$ cat config.mk
export PLATFORM = sky130hd
export DESIGN_NAME = muldiv_unit
export DESIGN_NICKNAME = d
export VERILOG_FILES = /design/src/rtl/muldiv_unit.sv
export SDC_FILE = /design/constraint.sdc
export NUM_CORES = 1
export LEC_CHECK = 0
export ABC_AREA = 1
export CAP_MARGIN = 40
export CORE_ASPECT_RATIO = 1.1
export CORE_MARGIN = 2
export CORE_UTILIZATION = 45
export DETAILED_ROUTE_END_ITERATION = 16
export PLACE_DENSITY = 0.64
export SETUP_SLACK_MARGIN = 0.5
export SLEW_MARGIN = 25
export SYNTH_ARGS = -nofsm -noshare
export SYNTH_HDL_FRONTEND = slang
export SYNTH_SLANG_ARGS = --single-unit
$ cat constraint.sdc
create_clock -name clk -period 2.6 [get_ports clk]
set_input_delay 0.39 -clock clk [delete_from_list [all_inputs] [get_ports clk]]
set_output_delay 0.39 -clock clk [all_outputs]
set_load 0.05 [all_outputs]
$ cat src/rtl/muldiv_unit.sv
// Iterative radix-2 multiply/divide unit covering the RV32M-style op set.
// Works on operand magnitudes for DATA_WIDTH cycles, then applies sign correction in one cycle.
module muldiv_unit #(
    parameter int DATA_WIDTH = 32
) (
    input  logic                  clk,
    input  logic                  rst_n,
    input  logic [DATA_WIDTH-1:0] a_i,
    input  logic [DATA_WIDTH-1:0] b_i,
    input  logic [2:0]            op_i,
    input  logic                  valid_i,
    output logic                  ready_o,
    output logic [DATA_WIDTH-1:0] res_o,
    output logic                  valid_o,
    input  logic                  ready_i,
    input  logic                  flush_i
);

    localparam int CW = $clog2(DATA_WIDTH + 1);
    localparam logic [CW-1:0] CNT_LOAD = CW'(DATA_WIDTH);
    localparam logic [DATA_WIDTH-1:0] MOST_NEG = {1'b1, {(DATA_WIDTH-1){1'b0}}};

    localparam logic [1:0] S_IDLE = 2'd0;
    localparam logic [1:0] S_CALC = 2'd1;
    localparam logic [1:0] S_FIX  = 2'd2;
    localparam logic [1:0] S_DONE = 2'd3;

    logic [1:0]            state_q, state_d;
    logic [CW-1:0]         cnt_q, cnt_d;
    logic [2:0]            op_q, op_d;
    logic                  aNeg_q, aNeg_d;
    logic                  bNeg_q, bNeg_d;
    logic [DATA_WIDTH-1:0] opnd_q, opnd_d;
    logic [DATA_WIDTH-1:0] accHi_q, accHi_d;
    logic [DATA_WIDTH-1:0] accLo_q, accLo_d;
    logic [DATA_WIDTH-1:0] result_q, result_d;

    logic                  accept;
    logic                  inASigned, inBSigned;
    logic                  inANeg, inBNeg;
    logic [DATA_WIDTH-1:0] inAMag, inBMag;
    logic                  divZero, divOverflow;
    logic [DATA_WIDTH:0]   mulSum, divShift, divDiff;
    logic [2*DATA_WIDTH-1:0] prodMag, prodFix;
    logic [DATA_WIDTH-1:0] quoFix, remFix, fixResult;

    assign accept  = valid_i & (state_q == S_IDLE);
    assign ready_o = (state_q == S_IDLE);
    assign valid_o = (state_q == S_DONE);
    assign res_o   = valid_o ? result_q : '0;

    // Signedness per op: op[2] selects divide, op[0] marks its unsigned variants.
    assign inASigned = op_i[2] ? ~op_i[0] : (op_i[1:0] != 2'b11);
    assign inBSigned = op_i[2] ? ~op_i[0] : ~op_i[1];
    assign inANeg    = inASigned & a_i[DATA_WIDTH-1];
    assign inBNeg    = inBSigned & b_i[DATA_WIDTH-1];
    assign inAMag    = inANeg ? -a_i : a_i;
    assign inBMag    = inBNeg ? -b_i : b_i;

    assign divZero     = op_i[2] & (b_i == '0);
    assign divOverflow = op_i[2] & ~op_i[0] & (a_i == MOST_NEG) & (b_i == '1);

    // Multiply keeps the multiplier in accLo and shifts the partial product in from the top.
    assign mulSum = {1'b0, accHi_q} + (accLo_q[0] ? {1'b0, opnd_q} : '0);

    // Divide shifts the dividend out of accLo into the partial remainder in accHi.
    assign divShift = {accHi_q, accLo_q[DATA_WIDTH-1]};
    assign divDiff  = divShift - {1'b0, opnd_q};

    assign prodMag = {accHi_q, accLo_q};
    assign prodFix = (aNeg_q ^ bNeg_q) ? -prodMag : prodMag;
    assign quoFix  = (aNeg_q ^ bNeg_q) ? -accLo_q : accLo_q;
    assign remFix  = aNeg_q ? -accHi_q : accHi_q;

    always_comb begin
        fixResult = remFix;
        case (op_q)
            3'b000:                 fixResult = prodFix[DATA_WIDTH-1:0];
            3'b001, 3'b010, 3'b011: fixResult = prodFix[2*DATA_WIDTH-1:DATA_WIDTH];
            3'b100, 3'b101:         fixResult = quoFix;
            default:                fixResult = remFix;
        endcase
    end

    always_comb begin
        state_d  = state_q;
        cnt_d    = cnt_q;
        op_d     = op_q;
        aNeg_d   = aNeg_q;
        bNeg_d   = bNeg_q;
        opnd_d   = opnd_q;
        accHi_d  = accHi_q;
        accLo_d  = accLo_q;
        result_d = result_q;

        case (state_q)
            S_IDLE: begin
                if (accept) begin
                    op_d   = op_i;
                    aNeg_d = inANeg;
                    bNeg_d = inBNeg;
                    if (divZero) begin
                        result_d = op_i[1] ? a_i : '1;
                        state_d  = S_DONE;
                    end else if (divOverflow) begin
                        result_d = op_i[1] ? '0 : a_i;
                        state_d  = S_DONE;
                    end else begin
                        accHi_d = '0;
                        opnd_d  = op_i[2] ? inBMag : inAMag;
                        accLo_d = op_i[2] ? inAMag : inBMag;
                        cnt_d   = CNT_LOAD;
                        state_d = S_CALC;
                    end
                end
            end
            S_CALC: begin
                if (op_q[2]) begin
                    if (!divDiff[DATA_WIDTH]) begin
                        accHi_d = divDiff[DATA_WIDTH-1:0];
                        accLo_d = {accLo_q[DATA_WIDTH-2:0], 1'b1};
                    end else begin
                        accHi_d = divShift[DATA_WIDTH-1:0];
                        accLo_d = {accLo_q[DATA_WIDTH-2:0], 1'b0};
                    end
                end else begin
                    accHi_d = mulSum[DATA_WIDTH:1];
                    accLo_d = {mulSum[0], accLo_q[DATA_WIDTH-1:1]};
                end
                cnt_d = cnt_q - CW'(1);
                if (cnt_q == CW'(1)) begin
                    state_d = S_FIX;
                end
            end
            S_FIX: begin
                result_d = fixResult;
                state_d  = S_DONE;
            end
            default: begin
                if (ready_i) begin
                    state_d = S_IDLE;
                end
            end
        endcase

        // Flush outranks the result handshake; in IDLE there is nothing to abort.
        if (flush_i && (state_q != S_IDLE)) begin
            state_d = S_IDLE;
            cnt_d   = '0;
        end
    end

    always_ff @(posedge clk) begin
        if (!rst_n) begin
            state_q  <= S_IDLE;
            cnt_q    <= '0;
            op_q     <= '0;
            aNeg_q   <= 1'b0;
            bNeg_q   <= 1'b0;
            opnd_q   <= '0;
            accHi_q  <= '0;
            accLo_q  <= '0;
            result_q <= '0;
        end else begin
            state_q  <= state_d;
            cnt_q    <= cnt_d;
            op_q     <= op_d;
            aNeg_q   <= aNeg_d;
            bNeg_q   <= bNeg_d;
            opnd_q   <= opnd_d;
            accHi_q  <= accHi_d;
            accLo_q  <= accLo_d;
            result_q <= result_d;
        end
    end

endmodule

==> key figures, run 1 <==
Global routing
  • Total GRT Usage: 44.0%
  • Met3 Use GR: 8.56%
  • Vias in the first global route: 25,000
  • Initial antenna violation count: 1
  • Global route hottest layer: met2
  • Largest net degree at the start of global routing: between 70 and 80
  • Global routing usage on met2: 71.7%
  • GR Overflow Total: 0
  • First-pass GRT wire length: 142,000 um
  • Met1 usage: 49.9%

Worst setup path
  • Worst reg2reg path depth: 18
  • Worst Path Max Fanout: 5
  • Reg-to-Reg End: accHi_q[28]$_SDFFE_PN0P_
  • Startpoint types: register
  • WP data required: 2930 ps
  • R2r startpoint: opnd_q[30]$_SDFFE_PN0P_
  • Crit path kind: register to register
  • Flop2flop setup slack: -50 ps
  • Critical path capture point type: register
  • CP arrival: 2980 ps

Clock tree
  • Clock Latency Late Sink: approximately 460 ps
  • Clock root cell: clkbuf_16
  • Clock sink count: 141
  • CTS tree: built
  • Num CTS Buffers: 17
  • Clk slew on worst S/H paths: 60 ps
  • Max clock buf depth: 2
  • CTS H-tree depth: 4
  • Post-CTS Hold Buffers: 0

STA
  • Setup Total Neg Slack: -238 ps
  • Period Utilization, post-route: 102%
  • Max Clock Skew: between 10 and 15 ps
  • Hold Slack: 465 ps
  • Fin crit period: 2650 ps
  • Max Slew Vio Count: 0
  • Fmax: between 300 and 400 MHz
  • Slew @ Worst Pin: around 840 ps
  • Max transition margin: 43.1%
  • Fin worst setup slack: -50.8 ps
  • Setup-failing EPs final: 11
  • Final hold vios: 0
  • RSZ-0062 raised after global routing: true

Layout
  • Filler cells: roughly 3,700
  • Fin cells: 4,434
  • Layout Utilization: 67.5%
  • Layout cells sized above 1: between 20% and 30%
  • Multi-input gate area: 15,800 sq um
  • Register area: 2890 sq um
  • Nets: 4,056
  • Area delta synth->final: 48.0%

Placement
  • Dpl cells: 4,338
  • IO Port Bufs: 105
  • Gp weighted congestion: 1.09
  • DP Worst Slack: -243 ps
  • DP HPWL: 74,600 um

Synthesis
  • Syn avg cell area: approximately 5.3 sq um
  • Dominant synthesized flop cell: dfxtp_1
  • Cell Area, Synth: approximately 18,000 sq um
  • Yosys warning count: 0
  • Synthesized flop and latch total: 141
  • Post-Syn Nets: 3,607
  • Async S/R FF share, synth: 0%
  • Number of distinct library cells after synthesis: between 40 and 50
  • Syn Inst Count: 3,457
  • Post-synth EDFFs: 0
  • Seq/Total Area, Yosys: 15.4%

Hold path
  • Hold endpoint: cnt_q[5]$_SDFFE_PP0P_
  • Hold Crit Depth: 2
  • Hold Crit Class: register to register
  • Hold wc startpoint: cnt_q[5]$_SDFFE_PP0P_

Power and ir drop
  • Maximum VDD drop: 0.635 mV
  • Pwr per Cell Area: 921 nW/um^2
  • P_leak: about 13 nW

Detailed routing
  • DR vias: 26,400
  • DR WL/cell: about 22 um
  • DRC: 0
  • DRT iter0 DRCs: 2,992
  • Post-route ant nets: 0
  • DRT Wirelength: 97,500 um
  • Vias/cell: 5.95
  • Pre-Repair DR Iteration Count: 8

Run status
  • Failing checks: setup timing
  • Status: finished, violations left

Die
  • Die Width: 197 um
  • Die Y: 216 um
  • FP Rows: 77
  • Num ports: 106
  • Die area: 42,400 sq um
  • Core area: between 40,000 and 50,000 sq um
  • Starting Density: 45.6%

Job
  • Max-Cap Viols: 0
-- critical path: stages (launching register included) --
cell and delay [ps]:
dfxtp_1 420, inv_2 130, ha_1 350, nand2_2 120, a21oi_1 70, nor2_1 120, nand2_1 100, a21oi_4 150
buf_6 120, nand2_4 50, nand2_4 80, nand2_8 80, buf_12 130, buf_16 130, buf_8 120, nand2_1 70
nand3_1 90, nand3_1 140, a21oi_2 60
-- Yosys cell counts (35+ instances only) --
master    number  area share, %
a21oi_1      280            7.6
xor2_1        65            3.1
ha_1          76            5.2
clkbuf_1      89            1.8
dfxtp_1      141             15
nand2_1     1037             21
inv_1        429            8.8
buf_2         35           0.95
nor2_1       430            8.8
nand3_1      307            8.4
nand4_1       46            1.6
o21ai_0      243            6.6
-- where the power goes --
part           internal (mW)  total [mW]  switching [mW]
Sequential              2.81        3.60           0.783
Combinational           6.85        18.7            11.8
Clock                   1.66        2.75            1.09
Total                   11.3        25.0            13.7
-- placed cells by master (no fill, tap or decap), types with 15 or more instances in the layout --
cell type and n:
nand3_2 45, clkbuf_16 17, nand3_1 252, o21ai_2 21
nor2_2 77, buf_12 57, inv_1 379, o21ai_0 198
buf_4 402, ha_4 48, dlymetal6s2s_1 17, xnor2_1 18
dfxtp_1 108, dfxtp_2 24, nor2_1 332, inv_2 50
nand2_2 99, ha_1 27, a21oi_1 223, xor2_1 60
nor2_4 34, nand3_4 15, clkdlybuf4s50_1 44, nand4_1 46
a21oi_2 60, nand2_1 915, o211ai_1 31, a31oi_1 22
buf_6 30, nand2_4 40, o21ai_1 36
-- cells by family (layout without fill, tap and decap cells) --
family,after synthesis,after routing,synth area share [%]
flip-flops,141,141,15.4
other,0,2,0
adder cells (fa/ha/maj),78,78,5.40
XOR/XNOR,84,84,4.01
AO/OA/AOI/OAI,650,650,19.2
buffers and inverters,586,1048,12.5
AND/OR/NAND/NOR,1918,1918,43.5
-- through the flow --
step                area [sq um]  power [mW]
floorplan                  18400        12.2
global placement           23100        18.0
detailed placement         23100        18.1
CTS                        25600        22.8
global route               27200        26.3
finish                     27200        25.0
-- state kept, by name (all words and copies together), names as in the netlist --
register / cells
result_q: 32
op_q: 3
accHi_q: 32
state_q: 2
aNeg_q: 1
accLo_q: 32
opnd_q: 32
cnt_q: 6
bNeg_q: 1
-- per-layer routing --
layer	share of wire, %	vias up
li1	-	12100
met1	35	12000
met2	45	1785
met3	10	515
met4	10	0
met5	0	-
-- repair_timing --
action | in CTS | in global routing
setup buffers | 34 | 19
endpoints found under the setup margin | 163 | 166
cloned | 9 | 0
pin swaps | 99 | 111
resized for setup | 386 | 379
-- layout make-up --
cell class	count	area share (%)
timing repair buffer	573	20.4
multi-input combinational	2730	58.0
clock buffer	19	1.63
antenna	2	0.0184
tap	513	2.36
clock inverter	13	0.741
inverter	443	6.25
sequential	141	10.6
-- how the worst max path moves through the flow --
stage,start,to,slack [ps],cells past startpoint
4_1_cts,accLo_q[31]$_SDFFE_PN0P_,accHi_q[13]$_SDFFE_PN0P_,40,21
2_1_floorplan,accLo_q[31]$_SDFFE_PN0P_,accHi_q[16]$_SDFFE_PN0P_,330,20
5_1_grt,accLo_q[0]$_SDFFE_PN0P_,accHi_q[20]$_SDFFE_PN0P_,-280,16
6_report,opnd_q[30]$_SDFFE_PN0P_,accHi_q[28]$_SDFFE_PN0P_,-50,18
3_5_place_dp,accLo_q[0]$_SDFFE_PN0P_,accHi_q[22]$_SDFFE_PN0P_,-240,17
3_3_place_gp,op_i[1],accLo_q[25]$_SDFFE_PN0P_,-180,11
Power figures use the tool's default switching activity.
==> run 2, diff against run 1 <==
Settings changed: ABC_CLOCK_PERIOD_IN_PS set to 2600.
==> results of run 2 <==
The final DEF is identical to that of run 1; final timing and power are the same.
